[config.mk]
export PLATFORM = sky130hd
export DESIGN_NAME = dm_arbiter
export DESIGN_NICKNAME = d
export VERILOG_FILES = /design/src/rtl/dm_arb_pkg.sv /design/src/rtl/dm_rr_pick.sv /design/src/rtl/dm_arbiter.sv
export SDC_FILE = /design/constraint.sdc
export NUM_CORES = 1
export LEC_CHECK = 0
export CORE_AREA = 2 2 118 120
export CTS_CLUSTER_DIAMETER = 150
export CTS_CLUSTER_SIZE = 25
export DETAILED_ROUTE_END_ITERATION = 10
export DIE_AREA = 0 0 120 122
export PLACE_DENSITY_LB_ADDON = 0.05
export SLEW_MARGIN = 0
export SYNTH_ARGS = -nofsm -noshare
export SYNTH_HDL_FRONTEND = slang
export SYNTH_HIERARCHICAL = 1
export SYNTH_SLANG_ARGS = --single-unit
export TNS_END_PERCENT = 50
[constraint.sdc]
create_clock -name clock -period 6.35 [get_ports clock]
set_clock_uncertainty 0.1 [all_clocks]
set_input_delay 1.905 -clock clock [delete_from_list [all_inputs] [get_ports clock]]
set_output_delay 1.905 -clock clock [all_outputs]
set_load 0.005 [all_outputs]
[src/rtl/dm_arb_pkg.sv]
// Shared definitions for the data-memory arbiter: port indices, FSM states
// and default geometry.
package dm_arb_pkg;

  localparam logic PORT_CPU = 1'b0;
  localparam logic PORT_LD  = 1'b1;

  localparam int unsigned DM_AW = 10;
  localparam int unsigned DM_DW = 32;

  typedef enum logic {
    ST_ARB    = 1'b0,
    ST_LOCKED = 1'b1
  } state_t;

endpackage

[src/rtl/dm_rr_pick.sv]
// Two-way round-robin grant: a lone requester wins; on conflict the port
// that did not win last time is granted. Output is one-hot (or zero).
module dm_rr_pick
  import dm_arb_pkg::*;
(
  input  logic       req0,
  input  logic       req1,
  input  logic       last_gnt,
  output logic [1:0] gnt
);

  // Pick the winner from the requests and the previous winner
  always_comb begin
    gnt = '0;
    if (req0 && req1) begin
      if (last_gnt == PORT_LD) gnt[PORT_CPU] = 1'b1;
      else                     gnt[PORT_LD]  = 1'b1;
    end else begin
      gnt[PORT_CPU] = req0;
      gnt[PORT_LD]  = req1;
    end
  end

endmodule

[src/rtl/dm_arbiter.sv]
// Data-memory arbiter: CPU load/store (port 0) and loader/debug (port 1)
// share a single-port memory; one access per clock, 1-cycle read latency.
// Optional port-1 bus locking is compiled in with DM_ARB_LOCK_EN.
module dm_arbiter
  import dm_arb_pkg::*;
#(
  parameter int unsigned AW       = DM_AW,
  parameter int unsigned DW       = DM_DW,
  parameter int unsigned LOCK_MAX = 15
) (
  input  logic          clock,
  input  logic          reset,
  input  logic          req0,
  input  logic          we0,
  input  logic [31:0]   addr0,
  input  logic [DW-1:0] wdata0,
  output logic          gnt0,
  output logic          rvalid0,
  output logic [DW-1:0] rdata0,
  input  logic          req1,
  input  logic          we1,
  input  logic [31:0]   addr1,
  input  logic [DW-1:0] wdata1,
  output logic          gnt1,
  output logic          rvalid1,
  output logic [DW-1:0] rdata1,
  input  logic          lock1,
  output logic          mem_we,
  output logic [31:0]   mem_addr,
  output logic [DW-1:0] mem_wdata,
  input  logic [DW-1:0] mem_rdata,
  output logic          addr_err
);

  logic       last_gnt;
  logic [1:0] rr_gnt;
  logic       locked_now;

  dm_rr_pick u_pick (
    .req0     (req0),
    .req1     (req1),
    .last_gnt (last_gnt),
    .gnt      (rr_gnt)
  );

`ifdef DM_ARB_LOCK_EN
  state_t      state, state_next;
  logic [3:0]  lock_cnt, lock_cnt_next;

  // Port 1 keeps the bus only while it is still requesting with lock1 set;
  // otherwise this cycle already arbitrates normally (port 0 wins a conflict
  // because last_gnt is port 1 after any locked grant).
  assign locked_now = (state == ST_LOCKED) && req1 && lock1;

  // Lock state and consecutive-grant counter
  always_ff @(posedge clock) begin
    if (reset) begin
      state    <= ST_ARB;
      lock_cnt <= '0;
    end else begin
      state    <= state_next;
      lock_cnt <= lock_cnt_next;
    end
  end

  // The entry grant (made in ARB) is the first of the run, so the run ends
  // on the locked grant with lock_cnt == LOCK_MAX-2.
  always_comb begin
    state_next    = state;
    lock_cnt_next = lock_cnt;
    unique case (state)
      ST_ARB: begin
        if (gnt1 && lock1) begin
          state_next    = ST_LOCKED;
          lock_cnt_next = '0;
        end
      end
      ST_LOCKED: begin
        if (!locked_now) begin
          state_next = ST_ARB;
        end else if (lock_cnt == 4'(LOCK_MAX - 2)) begin
          state_next = ST_ARB;
        end else begin
          lock_cnt_next = lock_cnt + 4'd1;
        end
      end
      default: state_next = ST_ARB;
    endcase
  end
`else
  localparam int unsigned LOCK_MAX_UNUSED = LOCK_MAX;
  logic lock1_unused;
  assign lock1_unused = lock1;
  assign locked_now   = 1'b0;
`endif

  // Grant selection, forced off while in reset
  always_comb begin
    gnt0 = 1'b0;
    gnt1 = 1'b0;
    if (!reset) begin
      if (locked_now) begin
        gnt1 = 1'b1;
      end else begin
        gnt0 = rr_gnt[PORT_CPU];
        gnt1 = rr_gnt[PORT_LD];
      end
    end
  end

  // Memory drive follows the granted port; idle bus is all zero
  always_comb begin
    mem_we    = 1'b0;
    mem_addr  = '0;
    mem_wdata = '0;
    if (gnt0) begin
      mem_we    = we0;
      mem_addr  = addr0;
      mem_wdata = wdata0;
    end else if (gnt1) begin
      mem_we    = we1;
      mem_addr  = addr1;
      mem_wdata = wdata1;
    end
  end

  // Round-robin history, read-data return and address-error pulse
  always_ff @(posedge clock) begin
    if (reset) begin
      last_gnt <= PORT_LD;
      rvalid0  <= 1'b0;
      rvalid1  <= 1'b0;
      rdata0   <= '0;
      rdata1   <= '0;
      addr_err <= 1'b0;
    end else begin
      if (gnt0)      last_gnt <= PORT_CPU;
      else if (gnt1) last_gnt <= PORT_LD;
      rvalid0 <= gnt0 && !we0;
      rvalid1 <= gnt1 && !we1;
      if (gnt0 && !we0) rdata0 <= mem_rdata;
      if (gnt1 && !we1) rdata1 <= mem_rdata;
      addr_err <= (gnt0 || gnt1) &&
                  ((mem_addr[31:AW+2] != '0) || (mem_addr[1:0] != 2'b00));
    end
  end

endmodule

Word-level counts from Yosys, hierarchy flattened --
Index checks and enable logic that the tools add are counted.
Operators by class: $add $sub $neg 0, multiply operators 0, divide/modulo/power cells 0, magnitude comparators 0, equality and inequality tests 0, shift-type cells 0, mux-type cells 13, bitwise logic cells 0, reductions and logical operators 11
Operators by type and width (number):
- 32-bit two-way mux | 4
- 20-bit nonzero test | 1
- 1-bit two-way mux | 8
- 1-bit logical AND | 4
- 2-bit nonzero test | 2
- 1-bit logical NOT | 2
- 1-bit logical OR | 2
- 2-bit two-way mux | 1
Storage, ports and cells: flip-flop bits (word level) 68, latch bits 0, RAM bits 0, bits in read-only memories 0, input bits 167, logic and storage cells 30, memories 0

Longest topological paths before layout --
depth after elaboration 8, depth in mapped cells 9

Cells and area by module --
Netlist, hierarchy kept.
By module, submodules not included:
- dm_arbiter | instances 1, cells an instance 392, area each 3206.8 um^2, seq. area each 1361.3 um^2
- dm_rr_pick | instances 1, cells an instance 3, area each 18.8 um^2, seq. area each 0.0 um^2

Least setup slack after synthesis --
OpenSTA, ideal clock, no wires.
kind input to output, start input port req1, end output port mem_addr[10], arrival 3.206 ns, data required time 4.345 ns, slack 1.139 ns, stages on the path 5, path buffers 1, cell sequence a21boi_0 > nand2b_1 > nor2_1 > clkbuf_1 > a22o_1
Between the ends: word-level cells in the longest chain between the ends 5, elaborated cells on any way between the ends 6
RTL lines:
- from (decl) | RTL line dm_arbiter.sv:20 | input logic req1,
- 1-bit logical AND | RTL line dm_rr_pick.sv:15 | if (req0 && req1) begin
- 2-bit two-way mux * | RTL line dm_rr_pick.sv:15
- 1-bit two-way mux | RTL line dm_arbiter.sv:101 | if (!reset) begin
- 32-bit two-way mux | RTL line dm_arbiter.sv:120 | end else if (gnt1) begin
- 32-bit two-way mux * | RTL line dm_arbiter.sv:116 | if (gnt0) begin
- to (decl) | RTL line dm_arbiter.sv:29 | output logic [31:0] mem_addr,
Mark *: on every way between the ends. The rest lies on a longest branch, timed or not.

Worst setup path after layout --
start input port req1, end output port mem_wdata[2]
Between the ends: word-level cells in the longest chain between the ends 5, elaborated cells on any way between the ends 6
RTL lines:
- 1-bit logical AND | RTL line dm_rr_pick.sv:15
- 2-bit two-way mux * | RTL line dm_rr_pick.sv:15
- via rr_gnt[1] | RTL line dm_arbiter.sv:36 | logic [1:0] rr_gnt;
- 1-bit two-way mux * | RTL line dm_arbiter.sv:101
- 32-bit two-way mux * | RTL line dm_arbiter.sv:120
- 32-bit two-way mux * | RTL line dm_arbiter.sv:116
- to (decl) | RTL line dm_arbiter.sv:30 | output logic [DW-1:0] mem_wdata,
Mark *: on every way through the listed nets, which the timed path passes. The rest lies on a longest branch.

==> metrics.md <==
| Metric | Value |
|---|---|
| Pre-CTS setup slack | approximately 0.24 ns |
| Final setup margin | around 0.24 ns |
| Total global-route track usage | 0.197 |
| TritonCTS Buffers | 9 |
| Area contributors post-synth | dfxtp_1, nand2b_1, a22o_1, o21ai_0, nand2_1 |
| Fin. Hold Viols | 0 |
| Slowest cell on crit path | clkdlybuf4s50_1 |
| Power after layout | about 0.0012 W |
| Slew HR | 0.305 |
| CP max stage delay | between 0.5 and 0.6 ns |
| Worst path cell trace | clkdlybuf4s50_1 > a21boi_2 > nand2b_1 > nor2_2 > buf_12 > a22o_1 > clkdlybuf4s50_1 |
| Status | finished clean |
| FMAX | about 0.16 GHz |
| Syn-to-layout area delta | 108% |
| Distinct cells, synth | 23 |
| Wire length on met2 | about 7800 um |
| Worst path top cell family by delay | buffers and inverters |
| Fin util | 0.496 |
| Number of synthesized register bits | between 60 and 70 |
| Number of max-cap violations | 0 |
| Metal3 WL | about 1200 um |
| Final setup fails | 0 |
| Cell Rows | 43 |
| Crit end category | primary output |
| Post-Syn Area | roughly 3200 um^2 |
| Clock Tree Root | clkbuf_16 |
| P_leak | about 2.4 nW |
| GPL Wtd Cong | 0.892 |
| Die Wd | 120 um |
| Top cells by count, synth | nand2_1, dfxtp_1, nand2b_1, o21ai_0, a22o_1 |
| Clock transition at path regs | ~0.060 ns |
| Seq/Total Area, Yosys | 0.422 |
| Final Cycle Share | 0.962 |
| Synth async-reset ratio | 0 |
| I/O Buffers | roughly 300 |
| CORE AREA | ~14000 um^2 |
| # resized after CTS | 0 |
| Clk_lat worst skew | ~0.32 ns |
| Grt total ovfl | 0 |
| Io pins | 301 |
| Wirelength per Cell | between 15 and 20 um |
| Min cycle time layout | slightly above 6 ns |
| Hold Crit Class | reg2reg |
| Initial antenna violation count | 2 |
| Buf/Inv on CP | 3 |
| Met1 WL | between 6000 and 7000 um |
| DRC Markers | 0 |
| First-pass GRT wire length | ~22000 um |
| RSZ-0062 raised after global routing | false |
| Top sig layer | met4 |
| Startpoint Class | primary input |
| Pre-antenna DRT Iters | 4 |
| Worst-Margin Slew | between 1 and 1.5 ns |
| EDFF count, synth | 0 |
| Synth top area share | 0.422 |
| Synth Flop Type | dfxtp_1 |
| Most frequent CP cell | clkdlybuf4s50_1 |
| 1st-iter DRT viols | approximately 140 |
| Top-count cell post-synth | nand2_1 |
| Largest area contributor in the netlist | dfxtp_1 |
| Longest Clk Path Bufs | 2 |
| Via count | between 3000 and 4000 |
| Crit Path Class | in2out |
| Die ar. | approximately 15000 um^2 |
| Max Slew Vio Count | 0 |
| Clock sinks | 68 |
| CTS tree | yes |
| Synth Warn # | 6 |
| Required @ worst endpoint | 4.35 ns |
| Final Net Count | between 800 and 900 |
| DP HPWL | ~12000 um |
| Vias in the first global route | just under 4000 |
| N_diodes | 0 |
| IR drop worst, VDD | 146 uV |
| Mean Syn Cell Area | ~8.2 um^2 |
| Setup Fix Bufs, Post-CTS | 0 |
| Detail Route Antenna Nets | 0 |
| Post-synthesis net count | 562 |
| Critical Path AT | 4.10 ns |
| DIE HEIGHT | around 120 um |
| CP max FO | 42 |
| Total Routed Length | between 15000 and 20000 um |
| Hold_buf cts | 0 |
| Syn Inst Count | about 400 |
| Cell area power density | ~180 nW/um^2 |
| Initial core utilization | 0.239 |
| Total negative slack | 0 ns |
| Largest net degree at the start of global routing | 59 |
| Layout cells sized above 1 | 0.0483 |
| H-tree levels | 3 |
| Vias per inst | 4.57 |
-- worst min-delay path, cell delays in order (launching register included) --
cell	delay (ns)
dfxtp_1	0.31
nand2b_1	0.06
o21ai_0	0.06
-- registers in the layout (all words and copies together), names as in the netlist --
signal    cells
rdata0       32
rdata1       32
addr_err      1
last_gnt      1
rvalid0       1
rvalid1       1
-- cells in the final DEF, fill, tap and decap left out, types with 5 or more instances in the layout --
cell / n
a22o_1: 43
dfxtp_1: 68
buf_4: 7
nand2_1: 70
a21oi_1: 6
nor2_1: 5
o21ai_0: 64
clkdlybuf4s50_1: 298
nand2b_1: 65
clkbuf_16: 9
a32o_1: 16
-- worst paths after layout --
path / startpoint / end / slack [ns] / depth (start not counted)
max reg2reg: last_gnt$_SDFFE_PP1P_ / rdata0[19]$_SDFFE_PP0P_ / 3.91 / 7
min: rdata1[18]$_SDFFE_PP0P_ / rdata1[18]$_SDFFE_PP0P_ / 0.37 / 2
min reg2reg: rdata1[18]$_SDFFE_PP0P_ / rdata1[18]$_SDFFE_PP0P_ / 0.37 / 2
max: req1 / mem_wdata[2] / 0.24 / 7
-- routing by layer --
| metal | vias up | global-route usage |
|---|---|---|
| li1 | 1949 | - |
| met1 | 1828 | 0.232 |
| met2 | 153 | 0.353 |
| met3 | 10 | 0.0585 |
| met4 | 0 | 0.0441 |
| met5 | - | 0 |
-- cells by family (layout without fill, tap and decap cells) --
group / count (synthesis) / count (layout) / synth area share
and+or+nand+nor: 156 / 156 / 0.245
buffers and inverters: 39 / 327 / 0.0508
AOI/OAI and AO/OA: 132 / 132 / 0.282
DFF: 68 / 68 / 0.422
-- layout make-up --
cell class	count	area, um^2
inverters	2	7.51
clock inverters	7	51.3
multi-input cells	288	1730
repair buffers	309	3100
fillers	1295	6800
well taps	180	225
clock buffers	9	225
flip-flops and latches	68	1360
-- metrics by stage --
stage                     instance area [um^2]  cells  hold WS, ns
after global routing                      6700    863        0.392
after CTS                                 6700    863        0.374
after detailed placement                  6420    847        0.364
final                                     6700    863        0.372
after floorplan                           3230    395        0.366
after global placement                    6420    847        0.360
-- where the power goes --
group / switching [W] / internal, W / leakage [nW]
Combinational: 0.000105 / 0.000207 / 1.68
Sequential: 0.0000111 / 0.000448 / 0.555
Clock: 0.000193 / 0.000266 / 0.132
(Power assumes the default switching activity.)
